$ cat src/rtl/serial_add_scheduler.sv
`default_nettype none
// ============================================================================
//  Module      : serial_add_scheduler
//  Description : Bit-serial adder controller. A single 1-bit full-adder cell
//                is shared between NUM_REQ requesters. Requests are
//                arbitrated round-robin. The winner's operands are latched
//                and added LSB-first over WIDTH cycles, with the carry held
//                in a flop between cycles. The result is returned on a
//                valid/ready response port.
//  Revision    : 1.0 - initial release
// ----------------------------------------------------------------------------
//  Parameters
//    WIDTH    operand width in bits (>= 2)
//    NUM_REQ  number of requesters (>= 2)
//    ID_W     requester ID width
//
//  Ports
//    clk_i        clock, rising edge
//    reset_i      asynchronous active-high reset
//    req_valid_i  per-requester request valid
//    req_ready_o  per-requester accept; one-hot or zero, IDLE only
//    req_a_i      operand A, requester k at [k*WIDTH +: WIDTH]
//    req_b_i      operand B, same packing
//    req_cin_i    per-requester carry-in
//    rsp_valid_o  result available
//    rsp_ready_i  consumer accepts the result
//    rsp_sum_o    (A + B + cin) mod 2^WIDTH
//    rsp_cout_o   carry out of the MSB
//    rsp_id_o     requester that owns the result
//    rsp_ovf_o    signed overflow (only with SERIAL_ADD_OVF_EN)
//
//  Build option
//    SERIAL_ADD_OVF_EN  when defined, adds the rsp_ovf_o port and the flop
//                       that holds the carry into the MSB.
// ============================================================================
module serial_add_scheduler #(
  parameter int WIDTH   = 8,
  parameter int NUM_REQ = 2,
  parameter int ID_W    = $clog2(NUM_REQ)
) (
  input  logic                     clk_i,
  input  logic                     reset_i,
  input  logic [NUM_REQ-1:0]       req_valid_i,
  output logic [NUM_REQ-1:0]       req_ready_o,
  input  logic [NUM_REQ*WIDTH-1:0] req_a_i,
  input  logic [NUM_REQ*WIDTH-1:0] req_b_i,
  input  logic [NUM_REQ-1:0]       req_cin_i,
  output logic                     rsp_valid_o,
  input  logic                     rsp_ready_i,
  output logic [WIDTH-1:0]         rsp_sum_o,
  output logic                     rsp_cout_o,
  output logic [ID_W-1:0]          rsp_id_o
`ifdef SERIAL_ADD_OVF_EN
  ,
  output logic                     rsp_ovf_o
`endif
);

  localparam int              C_CNT_W   = $clog2(WIDTH);
  localparam logic [C_CNT_W-1:0] C_LAST_BIT = C_CNT_W'(WIDTH - 1);
  localparam logic [ID_W-1:0] C_RR_RESET = ID_W'(NUM_REQ - 1);

  typedef enum logic [1:0] {
    ST_IDLE = 2'd0,
    ST_ADD  = 2'd1,
    ST_DONE = 2'd2
  } state_t;

  // --------------------------------------------------------------------------
  // State
  // --------------------------------------------------------------------------
  state_t              state_q,     state_d;
  logic [ID_W-1:0]     rr_ptr_q,    rr_ptr_d;
  logic [C_CNT_W-1:0]  cnt_q,       cnt_d;
  logic                carry_q,     carry_d;
  logic [WIDTH-1:0]    a_q,         a_d;
  logic [WIDTH-1:0]    b_q,         b_d;
  logic [WIDTH-1:0]    sum_q,       sum_d;
  logic [ID_W-1:0]     id_q,        id_d;
  logic                rsp_valid_q, rsp_valid_d;
`ifdef SERIAL_ADD_OVF_EN
  logic                msb_cin_q,   msb_cin_d;
`endif

  // --------------------------------------------------------------------------
  // Per-requester operand views
  // --------------------------------------------------------------------------
  logic [WIDTH-1:0] req_a_arr [NUM_REQ];
  logic [WIDTH-1:0] req_b_arr [NUM_REQ];

  generate
    for (genvar k = 0; k < NUM_REQ; k++) begin : g_unpack
      assign req_a_arr[k] = req_a_i[k*WIDTH +: WIDTH];
      assign req_b_arr[k] = req_b_i[k*WIDTH +: WIDTH];
    end
  endgenerate

  // --------------------------------------------------------------------------
  // Round-robin arbiter: first valid requester after rr_ptr, wrapping.
  // --------------------------------------------------------------------------
  logic            grant_found;
  logic [ID_W-1:0] grant_idx;
  logic [ID_W-1:0] cand;

  always_comb begin
    grant_found = 1'b0;
    grant_idx   = '0;
    cand        = '0;
    for (int k = 1; k <= NUM_REQ; k++) begin
      cand = ID_W'((int'(rr_ptr_q) + k) % NUM_REQ);
      if (!grant_found && req_valid_i[cand]) begin
        grant_found = 1'b1;
        grant_idx   = cand;
      end
    end
  end

  // Ready is combinational on req_valid_i; it is also masked during reset so
  // nothing is offered while the block is being cleared.
  logic accept;

  always_comb begin
    req_ready_o = '0;
    accept      = 1'b0;
    if ((state_q == ST_IDLE) && grant_found && !reset_i) begin
      req_ready_o[grant_idx] = 1'b1;
      accept                 = 1'b1;
    end
  end

  // --------------------------------------------------------------------------
  // Shared 1-bit full-adder cell. Operand registers shift right each ADD
  // cycle so bit 0 is always the bit currently being added.
  // --------------------------------------------------------------------------
  logic fa_sum;
  logic fa_cout;

  assign fa_sum  = a_q[0] ^ b_q[0] ^ carry_q;
  assign fa_cout = (a_q[0] & b_q[0]) | (carry_q & (a_q[0] ^ b_q[0]));

  // --------------------------------------------------------------------------
  // Next-state logic
  // --------------------------------------------------------------------------
  always_comb begin
    state_d     = state_q;
    rr_ptr_d    = rr_ptr_q;
    cnt_d       = cnt_q;
    carry_d     = carry_q;
    a_d         = a_q;
    b_d         = b_q;
    sum_d       = sum_q;
    id_d        = id_q;
    rsp_valid_d = rsp_valid_q;
`ifdef SERIAL_ADD_OVF_EN
    msb_cin_d   = msb_cin_q;
`endif

    case (state_q)
      ST_IDLE: begin
        if (accept) begin
          a_d      = req_a_arr[grant_idx];
          b_d      = req_b_arr[grant_idx];
          carry_d  = req_cin_i[grant_idx];
          id_d     = grant_idx;
          rr_ptr_d = grant_idx;
          cnt_d    = '0;
          sum_d    = '0;
          state_d  = ST_ADD;
        end
      end

      ST_ADD: begin
        a_d     = a_q >> 1;
        b_d     = b_q >> 1;
        // Sum bits enter at the MSB and move down; after WIDTH shifts the
        // bit produced in cycle i sits at position i.
        sum_d   = {fa_sum, sum_q[WIDTH-1:1]};
        carry_d = fa_cout;
        cnt_d   = cnt_q + 1'b1;
        if (cnt_q == C_LAST_BIT) begin
`ifdef SERIAL_ADD_OVF_EN
          // Carry flop still holds the carry into the MSB this cycle.
          msb_cin_d   = carry_q;
`endif
          cnt_d       = '0;
          rsp_valid_d = 1'b1;
          state_d     = ST_DONE;
        end
      end

      ST_DONE: begin
        if (rsp_ready_i) begin
          rsp_valid_d = 1'b0;
          state_d     = ST_IDLE;
        end
      end

      default: begin
        rsp_valid_d = 1'b0;
        state_d     = ST_IDLE;
      end
    endcase
  end

  // --------------------------------------------------------------------------
  // Registers
  // --------------------------------------------------------------------------
  always_ff @(posedge clk_i or posedge reset_i) begin
    if (reset_i) begin
      state_q     <= ST_IDLE;
      rr_ptr_q    <= C_RR_RESET;
      cnt_q       <= '0;
      carry_q     <= 1'b0;
      a_q         <= '0;
      b_q         <= '0;
      sum_q       <= '0;
      id_q        <= '0;
      rsp_valid_q <= 1'b0;
`ifdef SERIAL_ADD_OVF_EN
      msb_cin_q   <= 1'b0;
`endif
    end else begin
      state_q     <= state_d;
      rr_ptr_q    <= rr_ptr_d;
      cnt_q       <= cnt_d;
      carry_q     <= carry_d;
      a_q         <= a_d;
      b_q         <= b_d;
      sum_q       <= sum_d;
      id_q        <= id_d;
      rsp_valid_q <= rsp_valid_d;
`ifdef SERIAL_ADD_OVF_EN
      msb_cin_q   <= msb_cin_d;
`endif
    end
  end

  // --------------------------------------------------------------------------
  // Response outputs. After the last bit the carry flop holds the carry out
  // of the MSB, and nothing touches it again until the next accept.
  // --------------------------------------------------------------------------
  assign rsp_valid_o = rsp_valid_q;
  assign rsp_sum_o   = sum_q;
  assign rsp_cout_o  = carry_q;
  assign rsp_id_o    = id_q;
`ifdef SERIAL_ADD_OVF_EN
  assign rsp_ovf_o   = msb_cin_q ^ carry_q;
`endif

endmodule
`default_nettype wire

$ cat config.mk
export PLATFORM = sky130hd
export DESIGN_NAME = serial_add_scheduler
export DESIGN_NICKNAME = d
export VERILOG_FILES = /design/src/rtl/serial_add_scheduler.sv
export SDC_FILE = /design/constraint.sdc
export NUM_CORES = 1
export LEC_CHECK = 0
export CORE_UTILIZATION = 45
export DETAILED_ROUTE_END_ITERATION = 10
export DONT_BUFFER_PORTS = 1
export GPL_TIMING_DRIVEN = 0
export PLACE_DENSITY = 0.68
export SLEW_MARGIN = 10
export SYNTH_ARGS = -nofsm -noshare
export SYNTH_HDL_FRONTEND = slang
export SYNTH_SLANG_ARGS = --single-unit
$ cat constraint.sdc
create_clock -name clk_i -period 2.2 [get_ports clk_i]
set_input_delay 0.66 -clock clk_i [delete_from_list [all_inputs] [get_ports clk_i]]
set_output_delay 0.66 -clock clk_i [all_outputs]
set_load 0.01 [all_outputs]
==> summary.txt <==
Status
  • Outcome: finished clean

Floorplan
  • Die width: approximately 64 um
  • Std-Cell Rows: 22
  • Core ar.: 3661 um^2
  • Full die area: between 4000 and 5000 um^2
  • Die height: between 60 and 70 um
  • # IOs: 52
  • Initial Util: 47.13%

Routing
  • Initial DRC count: 66
  • Routed vias/inst: between 6 and 7
  • Antenna-violating nets left: 0
  • Via Count: about 1,500
  • Wire length per cell: about 19 um
  • DR DRC count: 0
  • Final wirelength: 4429 um
  • DR pass1 iterations: 7

Logic synthesis
  • Library cells used by synthesis: 38
  • Adder-Cell Fraction of Synth Area: between 2 and 3%
  • Synth warn: 0
  • Syn Nets: roughly 220
  • Post-synthesis sequential area ratio: 47.93%
  • Synth Area in Simple Gates: 23.71%
  • Synth Area per Inst: between 9 and 10 um^2
  • Main combinational cell family by area after synthesis: simple AND/OR/NAND/NOR gates
  • Compound-Gate Fraction of Synth Area: between 10% and 20%
  • Gate Count Post-Synth: 173
  • XOR/XNOR share of the synthesized area: 0%
  • Seq cells post-synth: 33
  • Synth Cell Area: roughly 1700 um^2
  • Mux share of post-synthesis cell area: 0.6526%

Timing
  • RSZ-0062 raised after global routing: no
  • Part of the cycle the worst path needs: between 90 and 100%
  • Final hold viol count: 0
  • Worst Slack Setup Final: 0.06839 ns
  • Slew Viols, Final: 0
  • Actual slew at the worst max-slew pin: 0.7043 ns
  • Tmin final: between 2 and 2.5 ns
  • Worst Hold Slack: roughly 0.36 ns
  • Max Freq: 0.4691 GHz
  • Setup violators final: 0
  • Clock skew: between 0.004 and 0.005 ns
  • Worst rel slew slack: a little over half

Finish
  • Area added between synthesis and finish: 9.644%
  • # fillers: 350
  • Finished Cell Area: 1892 um^2
  • Most common cell after layout, fill and taps aside: dfrtp_1
  • Fraction of layout cells with a size suffix above 1: about 16%
  • Diodes inserted: 0
  • Most frequent cells in the layout: 31 x dfrtp_1, 27 x nand4_1, 15 x nand3_1, 15 x nand2_1, 13 x o211ai_1
  • NumNets Final: about 220

Setup path
  • R2R Path End: b_q[1]
  • Worst EP arrival: between 1 and 1.5 ns
  • Critical path class: flip-flop to output port
  • CP Launch Type: flip-flop
  • Worst r2r src: rr_ptr_q
  • Crit path max fanout: 10
  • Register-to-register setup slack: ~0.66 ns
  • Critical path required time: approximately 1.5 ns
  • CP endpoint kind: output port
  • Register-to-Register Path Depth: 4

Placed design
  • Number of I/O port buffers: 0
  • DP Area: around 1800 um^2
  • Pre-CTS WS: -0.2263 ns
  • Gpl congestion: approximately 0.83
  • Detailed Place HPWL: just over 3000 um

Pwr
  • Logic pwr share: between 30% and 40%
  • Switching power: around 0.98 mW
  • Pwr Total: around 2.5 mW
  • Cell Int Power: about 1.5 mW
  • Reg power frac: between 40% and 50%
  • Pwr Density: 1303 nW/um^2
  • P_leak: 0.8229 nW
  • Clk pwr share: 17.9%
  • Max rail drop VDD: between 0.0004 and 0.0005 V
  • Sw Ratio: 39.87%

Clock network
  • CTS H-tree lvls: 2
  • CTS tree: done
  • Clock-pin slew on the worst setup and hold paths: about 0.060 ns
  • Clk sinks: 33
  • Clock tree buffer depth: 2
  • CTS buffer count: 5
  • Latest clock arrival within the worst-skew pair: 0.29 ns
  • Clk Tree Root Cell: clkbuf_8

Global route
  • Initial antenna violation count: 0
  • Gr ovfl total: 0
  • Total GRT Usage: between 20% and 30%
  • Largest net degree at the start of global routing: 34
  • Vias in the first global route: 1,579
  • First-pass GRT wire length: around 7300 um

Min path
  • Hold WC Path Type: primary input to asynchronous set/reset pin

Job
  • MaxCap Viol Count: 0
cell families after synthesis:
logic type,Yosys count
AO/OA/AOI/OAI,39
adder cells (fa/ha/maj),3
buffers and inverters,23
flip-flops,33
multiplexers,1
AND/OR/NAND/NOR,74
final cells by class:
cell class	instances	area (um^2)	share of cell area, %
Sequential cell	33	828.3	43.78
Clock buffer	8	80.08	4.233
Buffer	17	100.1	5.291
Multi-Input combinational cell	117	785.8	41.53
Timing Repair Buffer	2	15.01	0.7937
Tap cell	48	60.06	3.175
Inverter	6	22.52	1.190
repair_timing:
action / 4_1_cts / 5_1_grt
buffers inserted: 1 / 1
endpoints found under the setup margin: 1 / 1
resized for setup: 2 / 1
hold buffers: 0 / 0
pin swaps: 2 / 1
Yosys cell counts:
cell type,instances,share of area (%)
inv_1,6,1.3
a311oi_1,1,0.51
o21ai_2,1,0.51
nor2_1,3,0.65
buf_2,11,3.2
a21boi_2,1,0.65
a221o_1,2,1.2
buf_4,1,0.44
a22o_1,9,4.6
nand3_1,15,4.4
nand2b_1,3,1.1
a32oi_1,1,0.51
o21bai_1,1,0.44
o211ai_1,13,5.7
o31ai_1,1,0.44
nand4_1,27,9.8
o21ai_0,3,0.87
nor3_4,1,0.94
clkbuf_1,2,0.44
a21o_1,1,0.44
and3_1,2,0.73
dfrtp_1,32,46
o211ai_2,1,0.73
o21a_1,2,0.87
nand2_1,15,3.3
mux2_2,1,0.65
or2_1,1,0.36
o2bb2ai_1,1,0.51
a21oi_1,1,0.29
nor3_1,2,0.58
clkbuf_2,1,0.29
nor2b_1,1,0.36
and2_1,2,0.73
dfstp_2,1,1.5
ha_1,2,1.5
fa_1,1,1.2
buf_6,2,1.3
nor3b_1,2,0.87
through the flow:
step,utilization [%],cells,TNS (ns)
6_report,51.67,231,0
5_1_grt,51.67,231,0
4_1_cts,51.44,230,0
3_5_place_dp,48.77,221,-0.2263
3_3_place_gp,48.77,221,-0.2071
2_1_floorplan,-,173,0
state kept, by name, indices dropped and copies added, names as in the netlist:
register and count:
a_q 8, rsp_sum_o 8, cnt_q 3, rsp_id_o 1, rr_ptr_q 1, rsp_valid_o 1
b_q 8, rsp_cout_o 1, state_q 2
power by group through the flow:
| stage | clock network [mW] | registers [mW] | logic (mW) |
|---|---|---|---|
| CTS | 0.447 | 1.08 | 0.930 |
| finish | 0.442 | 1.09 | 0.937 |
| detailed placement | 0 | 1.09 | 0.924 |
| global route | 0.474 | 1.12 | 1.05 |
| global placement | 0 | 1.07 | 0.871 |
| floorplan | 0 | 1.03 | 0.727 |
critical path, cell delays in order (launching register included):
cell and delay, ns:
dfrtp_2 0.47, nor3_4 0.30, buf_4 0.23, and2_1 0.18
worst max-delay path by stage:
| stage | from | endpoint | slack [ns] | cells after the start |
|---|---|---|---|---|
| CTS | state_q[1] | req_ready_o[1] | 0.02 | 3 |
| detailed placement | req_valid_i[0] | req_ready_o[1] | -0.23 | 4 |
| finish | state_q[1] | req_ready_o[1] | 0.07 | 3 |
| floorplan | req_valid_i[0] | req_ready_o[1] | 0.04 | 4 |
| global route | state_q[1] | req_ready_o[1] | 0.005 | 3 |
| global placement | req_valid_i[0] | req_ready_o[1] | -0.21 | 4 |
routing by layer:
metal | up-vias | global-route usage [%] | routed length [um]
li1 | 673 | - | -
met1 | 744 | 28.65 | 1884
met2 | 62 | 37.63 | 2182
met3 | 11 | 6.607 | 248
met4 | 0 | 14.49 | 113
met5 | - | 0 | 0
Note: power is estimated with default switching activity, not from simulation.
